<file path="src/rtl/seq_pkg.sv">
// Shared definitions for the instruction sequencer: opcodes, control encodings, FSM states.
// Latency: n/a (types and constants only).
// Backpressure: n/a.
package seq_pkg;

    localparam logic [6:0] OP_LOAD   = 7'b0000011;
    localparam logic [6:0] OP_STORE  = 7'b0100011;
    localparam logic [6:0] OP_RTYPE  = 7'b0110011;
    localparam logic [6:0] OP_BRANCH = 7'b1100011;

    localparam logic [1:0] ALU_ADD = 2'b00;
    localparam logic [1:0] ALU_SUB = 2'b01;
    localparam logic [1:0] ALU_AND = 2'b10;
    localparam logic [1:0] ALU_OR  = 2'b11;

    localparam logic [1:0] IMM_I = 2'b00;
    localparam logic [1:0] IMM_S = 2'b01;
    localparam logic [1:0] IMM_B = 2'b10;

    typedef enum logic [1:0] {
        IDLE   = 2'd0,
        DECODE = 2'd1,
        COMMIT = 2'd2,
        TRAP   = 2'd3
    } state_t;

    // Decoded control set; reg_write/mem_write/branch are intents that the
    // sequencer only turns into strobes during COMMIT.
    typedef struct packed {
        logic       alu_src;
        logic [1:0] alu_control;
        logic [1:0] imm_src;
        logic       result_src;
        logic       reg_write;
        logic       mem_write;
        logic       branch;
    } ctrl_t;

endpackage

</file>
<file path="src/rtl/instr_sequencer_main_decoder.sv">
// Combinational main decoder: instruction word to static controls plus illegal flag.
// Latency: 0 cycles (pure combinational).
// Backpressure: none; output follows the instruction bus.
module main_decoder
    import seq_pkg::*;
#(
    parameter int XLEN = 32
) (
    input  logic [XLEN-1:0] instruccion,
    output ctrl_t           ctrl,
    output logic            is_illegal
);

    logic [6:0] opcode;
    logic [2:0] funct3;
    logic       funct7_5;

    assign opcode   = instruccion[6:0];
    assign funct3   = instruccion[14:12];
    assign funct7_5 = instruccion[30];

    // Register/immediate fields are consumed by the datapath, not here.
    logic unused_fields;
    assign unused_fields = &{1'b0, instruccion[XLEN-1:31], instruccion[29:15], instruccion[11:7]};

    // Decode table; anything not matched falls through as illegal with zero controls.
    always_comb begin
        ctrl       = '0;
        is_illegal = 1'b1;
        case (opcode)
            OP_LOAD: begin
                if (funct3 == 3'b010) begin
                    ctrl.alu_src     = 1'b1;
                    ctrl.imm_src     = IMM_I;
                    ctrl.alu_control = ALU_ADD;
                    ctrl.result_src  = 1'b1;
                    ctrl.reg_write   = 1'b1;
                    is_illegal       = 1'b0;
                end
            end
            OP_STORE: begin
                if (funct3 == 3'b010) begin
                    ctrl.alu_src     = 1'b1;
                    ctrl.imm_src     = IMM_S;
                    ctrl.alu_control = ALU_ADD;
                    ctrl.mem_write   = 1'b1;
                    is_illegal       = 1'b0;
                end
            end
            OP_RTYPE: begin
                ctrl.reg_write = 1'b1;
                is_illegal     = 1'b0;
                case (funct3)
                    3'b000:  ctrl.alu_control = funct7_5 ? ALU_SUB : ALU_ADD;
                    3'b111:  ctrl.alu_control = ALU_AND;
                    3'b110:  ctrl.alu_control = ALU_OR;
                    default: begin
                        ctrl.reg_write = 1'b0;
                        is_illegal     = 1'b1;
                    end
                endcase
            end
            OP_BRANCH: begin
                if (funct3 == 3'b000) begin
                    ctrl.imm_src     = IMM_B;
                    ctrl.alu_control = ALU_SUB;
                    ctrl.branch      = 1'b1;
                    is_illegal       = 1'b0;
                end
            end
            default: ;
        endcase
    end

endmodule

</file>
<file path="src/rtl/instr_sequencer.sv">
// Instruction sequencer: latches one instruction, decodes it, commits it in a fixed 3-cycle FSM.
// Latency: accept at edge N -> DECODE in N+1, COMMIT in N+2, instr_ready again in N+3.
// Backpressure: instr_ready high only in IDLE after reset; INSTR_COUNT_EN adds retired_count.
module instr_sequencer
    import seq_pkg::*;
#(
    parameter int XLEN       = 32,
    parameter bit ILL_STICKY = 1'b1
) (
    input  logic            clk,
    input  logic            rst_n,
    input  logic [XLEN-1:0] instr_in,
    input  logic            instr_valid,
    output logic            instr_ready,
    input  logic [XLEN-1:0] alu_result,
    output logic [XLEN-1:0] instruccion,
    output logic            PCSrc,
    output logic            ResultSrc,
    output logic            MemWrite,
    output logic            ALUSrc,
    output logic            RegWrite,
    output logic [1:0]      ALUControl,
    output logic [1:0]      ImmSrc,
    output logic            pc_en,
    output logic            illegal
`ifdef INSTR_COUNT_EN
    ,
    output logic [31:0]     retired_count
`endif
);

    state_t state;
    state_t state_nxt;
    logic   ready_en;
    logic   accept;
    ctrl_t  dec_ctrl;
    logic   dec_illegal;

    main_decoder #(.XLEN(XLEN)) u_main_decoder (
        .instruccion (instruccion),
        .ctrl        (dec_ctrl),
        .is_illegal  (dec_illegal)
    );

    assign accept = instr_valid && instr_ready;

    // State, instruction latch and the post-reset ready enable (keeps ready low until the first edge after release).
    always_ff @(posedge clk or negedge rst_n) begin
        if (!rst_n) begin
            state       <= IDLE;
            ready_en    <= 1'b0;
            instruccion <= '0;
        end else begin
            state    <= state_nxt;
            ready_en <= 1'b1;
            if (accept) begin
                instruccion <= instr_in;
            end
        end
    end

    // Next-state: fixed IDLE->DECODE->COMMIT walk, diverting to TRAP on illegal decode.
    always_comb begin
        state_nxt = state;
        case (state)
            IDLE:    if (accept) state_nxt = DECODE;
            DECODE:  state_nxt = dec_illegal ? TRAP : COMMIT;
            COMMIT:  state_nxt = IDLE;
            TRAP:    state_nxt = ILL_STICKY ? TRAP : IDLE;
            default: state_nxt = IDLE;
        endcase
    end

    // Outputs: static controls in DECODE/COMMIT, one-cycle strobes only in COMMIT.
    always_comb begin
        instr_ready = ready_en && (state == IDLE);
        PCSrc       = 1'b0;
        ResultSrc   = 1'b0;
        MemWrite    = 1'b0;
        ALUSrc      = 1'b0;
        RegWrite    = 1'b0;
        ALUControl  = 2'b00;
        ImmSrc      = 2'b00;
        pc_en       = 1'b0;
        illegal     = 1'b0;
        case (state)
            DECODE: begin
                ALUSrc     = dec_ctrl.alu_src;
                ALUControl = dec_ctrl.alu_control;
                ImmSrc     = dec_ctrl.imm_src;
                ResultSrc  = dec_ctrl.result_src;
            end
            COMMIT: begin
                ALUSrc     = dec_ctrl.alu_src;
                ALUControl = dec_ctrl.alu_control;
                ImmSrc     = dec_ctrl.imm_src;
                ResultSrc  = dec_ctrl.result_src;
                RegWrite   = dec_ctrl.reg_write;
                MemWrite   = dec_ctrl.mem_write;
                PCSrc      = dec_ctrl.branch && (alu_result == '0);
                pc_en      = 1'b1;
            end
            TRAP:    illegal = 1'b1;
            default: ;
        endcase
    end

`ifdef INSTR_COUNT_EN
    // Retired-instruction counter: one per COMMIT cycle, wraps naturally.
    always_ff @(posedge clk or negedge rst_n) begin
        if (!rst_n) begin
            retired_count <= '0;
        end else if (state == COMMIT) begin
            retired_count <= retired_count + 32'd1;
        end
    end
`endif

endmodule

</file>
<file path="config.mk">
export PLATFORM = sky130hd
export DESIGN_NAME = instr_sequencer
export DESIGN_NICKNAME = d
export VERILOG_FILES = /design/src/rtl/seq_pkg.sv /design/src/rtl/instr_sequencer_main_decoder.sv /design/src/rtl/instr_sequencer.sv
export SDC_FILE = /design/constraint.sdc
export NUM_CORES = 1
export LEC_CHECK = 0
export CORE_MARGIN = 2
export CORE_UTILIZATION = 61
export DETAILED_ROUTE_END_ITERATION = 6
export DONT_BUFFER_PORTS = 1
export PLACE_DENSITY_LB_ADDON = 0.12
export SLEW_MARGIN = 20
export SYNTH_ARGS = -nofsm -noshare
export SYNTH_HDL_FRONTEND = slang
export SYNTH_SLANG_ARGS = --single-unit
</file>
<file path="constraint.sdc">
create_clock -name clk -period 1.81 [get_ports clk]
set_input_delay 0.181 -clock clk [delete_from_list [all_inputs] [get_ports clk]]
set_output_delay 0.181 -clock clk [all_outputs]
set_load 0.1 [all_outputs]
</file>
==> impl_metrics.toml, run 1 <==
[die]
start_util = 0.6246
ios = 111
die_h_um = 56.45
num_rows = 19
die_width_um = 56.45

[cts]
root_buffer = "clkbuf_4"
cts_max_level = 2
cts_buffers = 5
ctsHoldBuffers = 26
clockBufferDepth = 2
cts_setup_buffers = 4
cts_resized = 9
cts_sinks = 35

[place]
numPortBuffers = 0
hpwl_um = 3451
gp_congestion = 0.7994

[synthesis]
synth_ff_type = "dfrtp_1"
yosysTopAreaCellShare = 0.5220
synth_area_leaders = "dfrtp_1 (52%), mux2_1 (19%), ha_1 (3.7%)"
syn_nets = 203
ys_ff_latch = 35
synthArstFlopShare = 1.000
syn_inst = 131
yosys-top-cells-count = "dfrtp_1 (35), mux2_1 (29), nor4_1 (8)"
synth.most_common_cell = "dfrtp_1"
syn-cell-area_um2 = 1678
synth_cell_types = 32
synth_area_per_cell_um2 = 12.81
ys_warn_count = 0
synth_largest_area_cell = "dfrtp_1"
ys_seq_area_frac = 0.5220
synth_edf_count = 0

[status]
outcome = "aborted with a tool error"
stop_error = "[ERROR DPL-0033] detailed placement checks failed during check placement."
haltStage = "clock tree synthesis (4_1_cts)"
-- through the flow --
stage               hold slack [ns]  worst slack [ns]  TNS (ns)  instances  cell area [um2]
floorplan                   -0.1146           -0.3787    -1.035        131             1798
global placement            -0.1140            0.1279         0        204             2238
detailed placement          -0.1137           0.06969         0        204             2238
-- logic make-up after synthesis --
group                      Yosys count  synth area share
and+or+nand+nor                     42            0.1656
muxes                               33            0.2215
buffers and inverters                6           0.01566
adders and majority gates            5           0.03729
DFF                                 35            0.5220
AOI/OAI and AO/OA                    9           0.03580
other                                1          0.002235
==> run 2: changes to the inputs <==
Settings changed: CORE_UTILIZATION 61 to 40, PLACE_DENSITY_LB_ADDON 0.12 to 0.15.
==> run 2 against run 1 <==
Compared with the run above:
- synthesized cell count stayed put
- synthesized area stayed put
- the flow now finishes, with violations (negative setup slack)
==> impl_metrics.toml, run 2 <==
[finish]
regMostFlops = "instruccion"
fillerInstances = 317
top_regs = "instruccion x32, state x2, ready_en x1"
fin_area_um2 = 2542
fin_nets = 260
drive_gt1_frac = 0.4974
area_growth_pct = 51.53
largest_register_ffs = 32
final_common_cell = "buf_4"
final_cell_mix = "buf_4 (40), mux2_1 (29), dfrtp_1 (25)"

[cts]
clockBufferDepth = 2
cts_max_level = 2
clk_pin_slew_ns = 0.07
root_buffer = "clkbuf_8"
cts_sinks = 35
cts_buffers = 5
cts_tree = "done"
clock_latency_ns = 0.28

[power_and_ir_drop]
power_density_nw_per_um2 = 598.8
leakagePower_nw = 1.240
ir_drop_uv = 538.4

[critical_path]
cp.required_ns = 1.63
reg2reg_slack_ns = 0.19
crit_path_start_kind = "flop"
arrival_ns = 1.80
crit_type = "flop to primary output"
path_cells = "nor4b_4, nor4b_4, o21a_4, buf_12"
startpoint = "instruccion[12]$_DFFE_PN0P_"
cp_common_cell = "nor4b_4"
cpMaxStageDelayCell = "dfrtp_4"
cp_slowest_stage_delay_ns = 0.52
worst-path-buf-inv = 1
r2r_start = "state[1]$_DFFE_PN0P_"
critical_path.max_fanout = 4
critPathTopFamily = "simple AND/OR/NAND/NOR gates"
end_kind = "primary output"

[synthesis]
syn-cell-area_um2 = 1678
muxShareOfSynthArea = 0.2215
synthXorXnorAreaFrac = 0
ys_seq_area_frac = 0.5220
synthAdderAreaFrac = 0.03729
syn_nets = 203
ys_ff_latch = 35
synth_ff_type = "dfrtp_1"
syn_inst = 131
yosys-top-cells-count = "dfrtp_1 (35), mux2_1 (29), nor4_1 (8)"
synth_edf_count = 0
synthArstFlopShare = 1.000
synth.most_common_cell = "dfrtp_1"
synth_cell_types = 32
yosysTopAreaCellShare = 0.5220
synth_compound_area_frac = 0.03579
synth-simple-area-share = 0.1655
synth_area_per_cell_um2 = 12.81
synth_largest_area_cell = "dfrtp_1"
synth_top_family_by_area = "multiplexers"
ys_warn_count = 0
synth_area_leaders = "dfrtp_1 (52%), mux2_1 (19%), ha_1 (3.7%)"

[timing]
grt_setup_unrepaired = "true"
fmax_mhz = 504.0
final.period_utilization = 1.096
worst_slack_ns = -0.1740
hold_slack_ns = 0.02680
clock_skew_ns = 0.002951
setup_violations = 8
final_hold_viol_count = 0
maxSlewViolCount = 0
period_needed_ns = 1.984

[detailed_routing]
wl_um = 4335
vias = 1332
wl_per_cell_um = 18.06
ant_nets = 0
firstDrtPassIters = 4
drtIter0Drc = 37
route.detailed.drc = 0
vias_per_cell = 5.550

[min_path]
min_path_type = "primary input to flop"
holdCritStartpoint = "instr_in[26]"

[die]
die_h_um = 68.77
die_width_um = 68.77
dieArea_um2 = 4729
start_util = 0.4165
ios = 111
num_rows = 23
coreArea_um2 = 4029

[global_routing]
grt_pass1_wl_um = 6465
grt.total_usage = 0.1923
grt_antenna_before_repair = 1
grt-ovfl-total = 0
grt_pass1_vias = 1392
grt_max_degree = 36

[status]
outcome = "finished with violations"
violations = "negative setup slack"

[place]
hpwl_um = 3344
gp_congestion = 0.8490
numPortBuffers = 0
dp_slack_ns = 0.06457
placed_cell_area_um2 = 2295

[flow_run]
drv_cap = 0
==> run 2: cell counts after synthesis <==
No cell type changed its count.
==> run 2: worst paths after layout <==
check,endpoint,cells past startpoint
setup / recovery,RegWrite,4
hold / removal,instruccion[26]$_DFFE_PN0P_,1
setup reg to reg,state[0]$_DFFE_PN0P_,6
hold reg to reg,instruccion[20]$_DFFE_PN0P_,1
max in group asynchronous,instruccion[5]$_DFFE_PN0P_,2
min in group asynchronous,instruccion[0]$_DFFE_PN0P_,2
==> run 2: layout make-up <==
cell class	instances	area (um2)	share of cell area
clock inverters	2	35.03	0.01378
well taps	50	62.56	0.02461
multi-input cells	90	887.1	0.3489
clock buffers	6	82.58	0.03248
diodes	1	2.502	0.0009843
flip-flops and latches	35	908.4	0.3573
repair buffers	54	556.8	0.2190
inverters	2	7.507	0.002953
==> run 2: per-layer routing <==
layer | share of wire | vias up | track usage | wire length [um]
li1 | - | 595 | - | -
met1 | 0.34 | 638 | 0.1883 | 1477
met2 | 0.54 | 88 | 0.3522 | 2330
met3 | 0.098 | 11 | 0.06494 | 423
met4 | 0.024 | 0 | 0.1054 | 104
met5 | 0 | - | 0 | 0
==> run 2: stage by stage <==
step | power, mW | util | TNS, ns | std cells
global placement | 0.8034 | 0.5696 | 0 | 224
detailed placement | 0.8037 | 0.5696 | 0 | 224
floorplan | 0.8031 | - | -1.035 | 131
finish | 1.522 | 0.6311 | -0.8439 | 240
global route | 1.575 | 0.6311 | -1.570 | 240
CTS | 1.545 | 0.6214 | -0.9453 | 235
==> run 2: cell families after synthesis <==
family                   count (synthesis)
multiplexers                            33
AND/OR/NAND/NOR                         42
other                                    1
flip-flops                              35
buffers and inverters                    6
AO/OA/AOI/OAI                            9
adder cells (fa/ha/maj)                  5
==> run 2: power by group <==
| group | internal (mW) | switching [mW] |
|---|---|---|
| Combinational | 0.00899 | 0.0168 |
| Sequential | 0.783 | 0.000859 |
| Clock | 0.445 | 0.268 |
| Total | 1.24 | 0.285 |
==> run 2: timing repair <==
action,in CTS,in global routing
hold buffers,2,0
buffers inserted,1,4
pin swaps,6,3
hold endpoints to repair,35,0
resized for setup,12,2
setup endpoints to repair,9,9
==> run 2: worst reg2reg max path, delay by kind of cell (launching register included) <==
kind / cells / cell delay (ns)
flops: 1 / 0.38
buf+inv: 2 / 0.33
compound gates: 2 / 0.39
simple gates: 1 / 0.13
fa+ha+maj: 1 / 0.25
Power figures use the tool's default switching activity.
==> run 3: changes to the inputs <==
Settings changed: ABC_AREA from default to 1.
==> run 3 against run 2 <==
Compared with the run above:
- the flow still finishes with violations (negative setup slack)
- wire length grew 0.81%
- utilization grew 2.6 points
- clock skew rose by 0.0027 ns
- hold slack worse by 0.015 ns
- die area up 2.5%
- count of clock-buffer cells in the layout is 1 higher
- first-iteration DRC count increased by 130%
- fmax rose by 2.0%
- critical path depth is 4 higher
- cell count is 41% higher
==> impl_metrics.toml, run 3 <==
[status]
outcome = "finished with violations"
violations = "negative setup slack"

[die]
die_h_um = 69.61
start_util = 0.4243
dieArea_um2 = 4845
coreArea_um2 = 4058
die_width_um = 69.61
num_rows = 23
ios = 111

[cts]
clock_latency_ns = 0.28
cts_max_level = 2
clk_pin_slew_ns = 0.07
clockBufferDepth = 2
cts_buffers = 5
cts_sinks = 35
root_buffer = "clkbuf_8"
cts_tree = "done"

[global_routing]
grtUsageMet3 = 0.06250
grt_antenna_before_repair = 0
use_met1 = 0.2345
grt_pass1_vias = 1571
grt_use_met2 = 0.3013
grt_pass1_wl_um = 7134
grt.total_usage = 0.1879
grt-ovfl-total = 0
grt_max_degree = 36
top_usage_layer = "met2"

[timing]
final_hold_viol_count = 0
period_needed_ns = 1.946
clock_skew_ns = 0.005694
grt_setup_unrepaired = "true"
final.period_utilization = 1.075
maxSlewViolCount = 0
finalSetupTns_ns = -0.6720
setup_violations = 8
worst_slack_ns = -0.1358
fmax_mhz = 513.9
hold_slack_ns = 0.01188

[synthesis]
synth_largest_area_cell = "dfrtp_1"
yosysTopAreaCellShare = 0.5087
synth_edf_count = 0
yosys-top-cells-count = "nand2_1 (99), dfrtp_1 (35), inv_1 (21)"
syn_inst = 223
synth_area_per_cell_um2 = 7.720
synth_area_leaders = "dfrtp_1 (51%), nand2_1 (22%), inv_1 (4.6%)"
synth_ff_type = "dfrtp_1"
synth.most_common_cell = "nand2_1"
synthArstFlopShare = 1.000
syn-cell-area_um2 = 1722
ys_warn_count = 0
ys_ff_latch = 35
ys_seq_area_frac = 0.5087
synth_cell_types = 25
syn_nets = 295

[critical_path]
cp.required_ns = 1.63
critical_path.max_fanout = 3
crit_path_start_kind = "flop"
crit_type = "flop to primary output"
end_kind = "primary output"
arrival_ns = 1.76

[detailed_routing]
firstDrtPassIters = 4
route.detailed.drc = 0
drtIter0Drc = 84
wl_per_cell_um = 12.89
ant_nets = 0
vias_per_cell = 4.776
wl_um = 4370
vias = 1619

[place]
hpwl_um = 3164
dp_cells = 314
gp_congestion = 0.7995
numPortBuffers = 0
placed_cell_area_um2 = 2371

[finish]
instances_no_fill = 339
final_common_cell = "nand2_1"
fin_area_um2 = 2668
regMostFlops = "instruccion"
fin_nets = 360
final_cell_mix = "nand2_1 (96), buf_4 (50), dfrtp_1 (24)"
drive_gt1_frac = 0.4048
antenna_cells = 0
top_regs = "instruccion x32, state x2, ready_en x1"
area_growth_pct = 54.94
largest_register_ffs = 32

[flow_run]
drv_cap = 0

[min_path]
min_path_type = "primary input to flop"
run 3: timing repair:
action / CTS / global route
hold endpoints to repair: 35 / 0
hold buffers: 2 / 0
buffers inserted: 10 / 5
resized for setup: 6 / 6
pin swaps: 5 / 7
endpoints found under the setup margin: 9 / 9
run 3: stage by stage:
stage,setup WS (ns),util
floorplan,-0.2101,-
global placement,0.1698,0.5843
detailed placement,0.1419,0.5843
CTS,-0.1178,0.6435
global route,-0.2362,0.6574
finish,-0.1358,0.6574
run 3: metal layers:
layer  vias to the layer above  routed length [um]
li1                        817                   -
met1                       728                1761
met2                        67                2154
met3                         7                 390
met4                         0                  63
met5                         -                   0
run 3: logic make-up (layout without fill, tap and decap cells):
family,count (synthesis),in the layout,synth area share
adder cells (fa/ha/maj),5,5,0.03634
flip-flops,35,35,0.5087
AND/OR/NAND/NOR,139,139,0.3394
AO/OA/AOI/OAI,15,15,0.04651
buffers and inverters,28,94,0.06686
other,1,1,0.002178
run 3: worst paths after layout:
kind                                             from                           to  slack (ns)  depth (start not counted)
min in group asynchronous                       rst_n  instruccion[11]$_DFFE_PN0P_        0.34                          2
max in group asynchronous                       rst_n   instruccion[5]$_DFFE_PN0P_        1.28                          2
hold reg to reg                    ready_en$_DFF_PN0_  instruccion[11]$_DFFE_PN0P_        0.66                          4
setup reg to reg           instruccion[6]$_DFFE_PN0P_         state[0]$_DFFE_PN0P_        0.32                         10
hold / removal                           instr_in[23]  instruccion[23]$_DFFE_PN0P_        0.01                          2
setup / recovery           instruccion[4]$_DFFE_PN0P_                        PCSrc       -0.14                          8
run 3: layout make-up:
class	count	area [um2]
Clock buffer	7	76.32
Clock inverter	1	30.03
Fill cell	342	1390
Inverter	22	88.84
Multi-Input combinational cell	160	875.8
Sequential cell	35	914.6
Tap cell	50	62.56
Timing Repair Buffer	64	619.3
run 3: worst max-delay path, cell delays in order, from the launching register on:
cell and delay, ns:
dfrtp_4 0.49, inv_2 0.06, nand2_1 0.05, nor2_2 0.16
nand2_2 0.09, nor2_4 0.13, nand4_1 0.16, nor2_4 0.16
buf_12 0.18
Power of run 3 is left out: the tool's default activity adds up to more than one toggle a clock period on the data nets, which glitch-free logic cannot reach.
==> run 4: changes to the inputs <==
Settings changed: CORE_MARGIN 2 to 4, GPL_TIMING_DRIVEN from default to 0, PLACE_DENSITY from default to 0.59, PLACE_DENSITY_LB_ADDON 0.15 to default.
==> run 4 against run 3 <==
Compared with the run above:
- the run still ends with negative setup slack left
- fmax is 19% lower
- hold slack better by 0.00094 ns
- die area is 12% higher
- final area is 17% lower
- flip-flop and latch count stayed put
- critical endpoint is now RegWrite
- count of clock-buffer cells in the layout is 2 lower
==> impl_metrics.toml, run 4 (same netlist as run 3, synthesis figures left out) <==
[critical_path]
arrival_ns = 2.21
crit_type = "flop to primary output"
critical_path.max_fanout = 4
cp.required_ns = 1.63
crit_path_start_kind = "flop"
end_kind = "primary output"

[finish]
top_regs = "instruccion x32, state x2, ready_en x1"
antenna_cells = 0
fin_area_um2 = 2212
final_cell_mix = "nand2_1 (95), dfrtp_1 (24), o21ai_0 (11)"
largest_register_ffs = 32
area_growth_pct = 28.49
fin_nets = 312
final_common_cell = "nand2_1"
regMostFlops = "instruccion"
drive_gt1_frac = 0.2946

[cts]
clk_pin_slew_ns = 0.07
cts_sinks = 35
cts_tree = "done"
cts_buffers = 5
root_buffer = "clkbuf_8"
clockBufferDepth = 2
cts_max_level = 2
clock_latency_ns = 0.28

[detailed_routing]
wl_met3_um = 572
wl_um = 4216
wl_per_cell_um = 14.49
vias_per_cell = 4.921
ant_nets = 0
highest_layer = "met4"
vias = 1432
drtIter0Drc = 32
dr_wl_met2_um = 2047
met1_length_um = 1577
route.detailed.drc = 0
firstDrtPassIters = 4

[timing]
period_needed_ns = 2.396
fmax_mhz = 417.4
final_hold_viol_count = 0
grt_setup_unrepaired = "true"
worst_slack_ns = -0.5855
relSlewSlack = 0.3195
tightest_slew_ns = 1.021
maxSlewViolCount = 0
clock_skew_ns = 0.003172
final.period_utilization = 1.323
setup_violations = 9

[status]
outcome = "finished with violations"
violations = "negative setup slack"

[global_routing]
grt_antenna_before_repair = 0
grt_pass1_vias = 1374
grt-ovfl-total = 0
grt.total_usage = 0.1580
grt_pass1_wl_um = 6617
grt_max_degree = 36

[place]
numPortBuffers = 0
hpwl_um = 3213
placed_cell_area_um2 = 1938
gp_congestion = 0.6948

[die]
ios = 111
coreArea_um2 = 4086
num_rows = 23
start_util = 0.4213
die_h_um = 73.61
die_width_um = 73.61
dieArea_um2 = 5418

[flow_run]
drv_cap = 0

[min_path]
min_path_type = "primary input to flop"
## run 4: changes by cell type in the layout (fill, tap and decap cells not counted), sizes merged
| cell | before | now |
|---|---|---|
| inv | 21 | 20 |
| clkinvlp | 1 | 4 |
| bufinv | 1 | 0 |
| dlygate4sd3 | 1 | 2 |
| clkinv | 0 | 1 |
| buf | 63 | 12 |
## run 4: area by class of cell
| type | count | area [um2] |
|---|---|---|
| plain buffers | 6 | 33.78 |
| clock buffers | 5 | 68.82 |
| clock inverters | 3 | 20.02 |
| fillers | 390 | 1874 |
| inverters | 22 | 100.1 |
| multi-input cells | 160 | 899.6 |
| flip-flops and latches | 35 | 914.6 |
| well taps | 50 | 62.56 |
| repair buffers | 10 | 112.6 |
## run 4: path summary, 6_finish.rpt
check | end | from | slack, ns | cells past startpoint
max in group asynchronous | instruccion[4]$_DFFE_PN0P_ | rst_n | 1.25 | 2
max reg2reg | state[0]$_DFFE_PN0P_ | instruccion[3]$_DFFE_PN0P_ | 0.14 | 10
min | instruccion[10]$_DFFE_PN0P_ | instr_in[10] | 0.01 | 2
min in group asynchronous | instruccion[16]$_DFFE_PN0P_ | rst_n | 0.34 | 2
max | RegWrite | instruccion[3]$_DFFE_PN0P_ | -0.59 | 6
min reg2reg | state[0]$_DFFE_PN0P_ | state[0]$_DFFE_PN0P_ | 0.61 | 2
## run 4: per-layer routing
layer	vias to the layer above	track usage
li1	720	-
met5	-	0
met1	642	0.1972
met2	68	0.2461
met3	2	0.07387
met4	0	0.04225
## run 4: stage by stage
step / hold WS, ns / util / worst slack (ns) / setup TNS (ns) / cells
after floorplan: -0.1146 / - / -0.2101 / -1.020 / 223
after global placement: -0.1137 / 0.4743 / -0.3263 / -1.924 / 273
after detailed placement: -0.1135 / 0.4743 / -0.3348 / -1.979 / 273
after CTS: 0.005465 / 0.5282 / -0.5706 / -4.407 / 288
after global routing: 0.002040 / 0.5413 / -0.6573 / -5.249 / 291
final: 0.01282 / 0.5413 / -0.5855 / -4.408 / 291
## run 4: what timing repair did
item / in CTS / in global routing
hold buffers: 2 / 1
setup buffers: 5 / 2
setup endpoints to repair: 10 / 30
gates resized for setup: 11 / 11
endpoints found under the hold margin: 35 / 1
pin swaps: 10 / 8
## run 4: worst max-delay path: stages (launching register included)
cell	delay (ns)
dfrtp_4	0.64
inv_4	0.11
nand2_4	0.05
nor2_4	0.18
nand3_4	0.08
or2_4	0.28
a21oi_4	0.59
Power of run 4 is left out for the same reason.
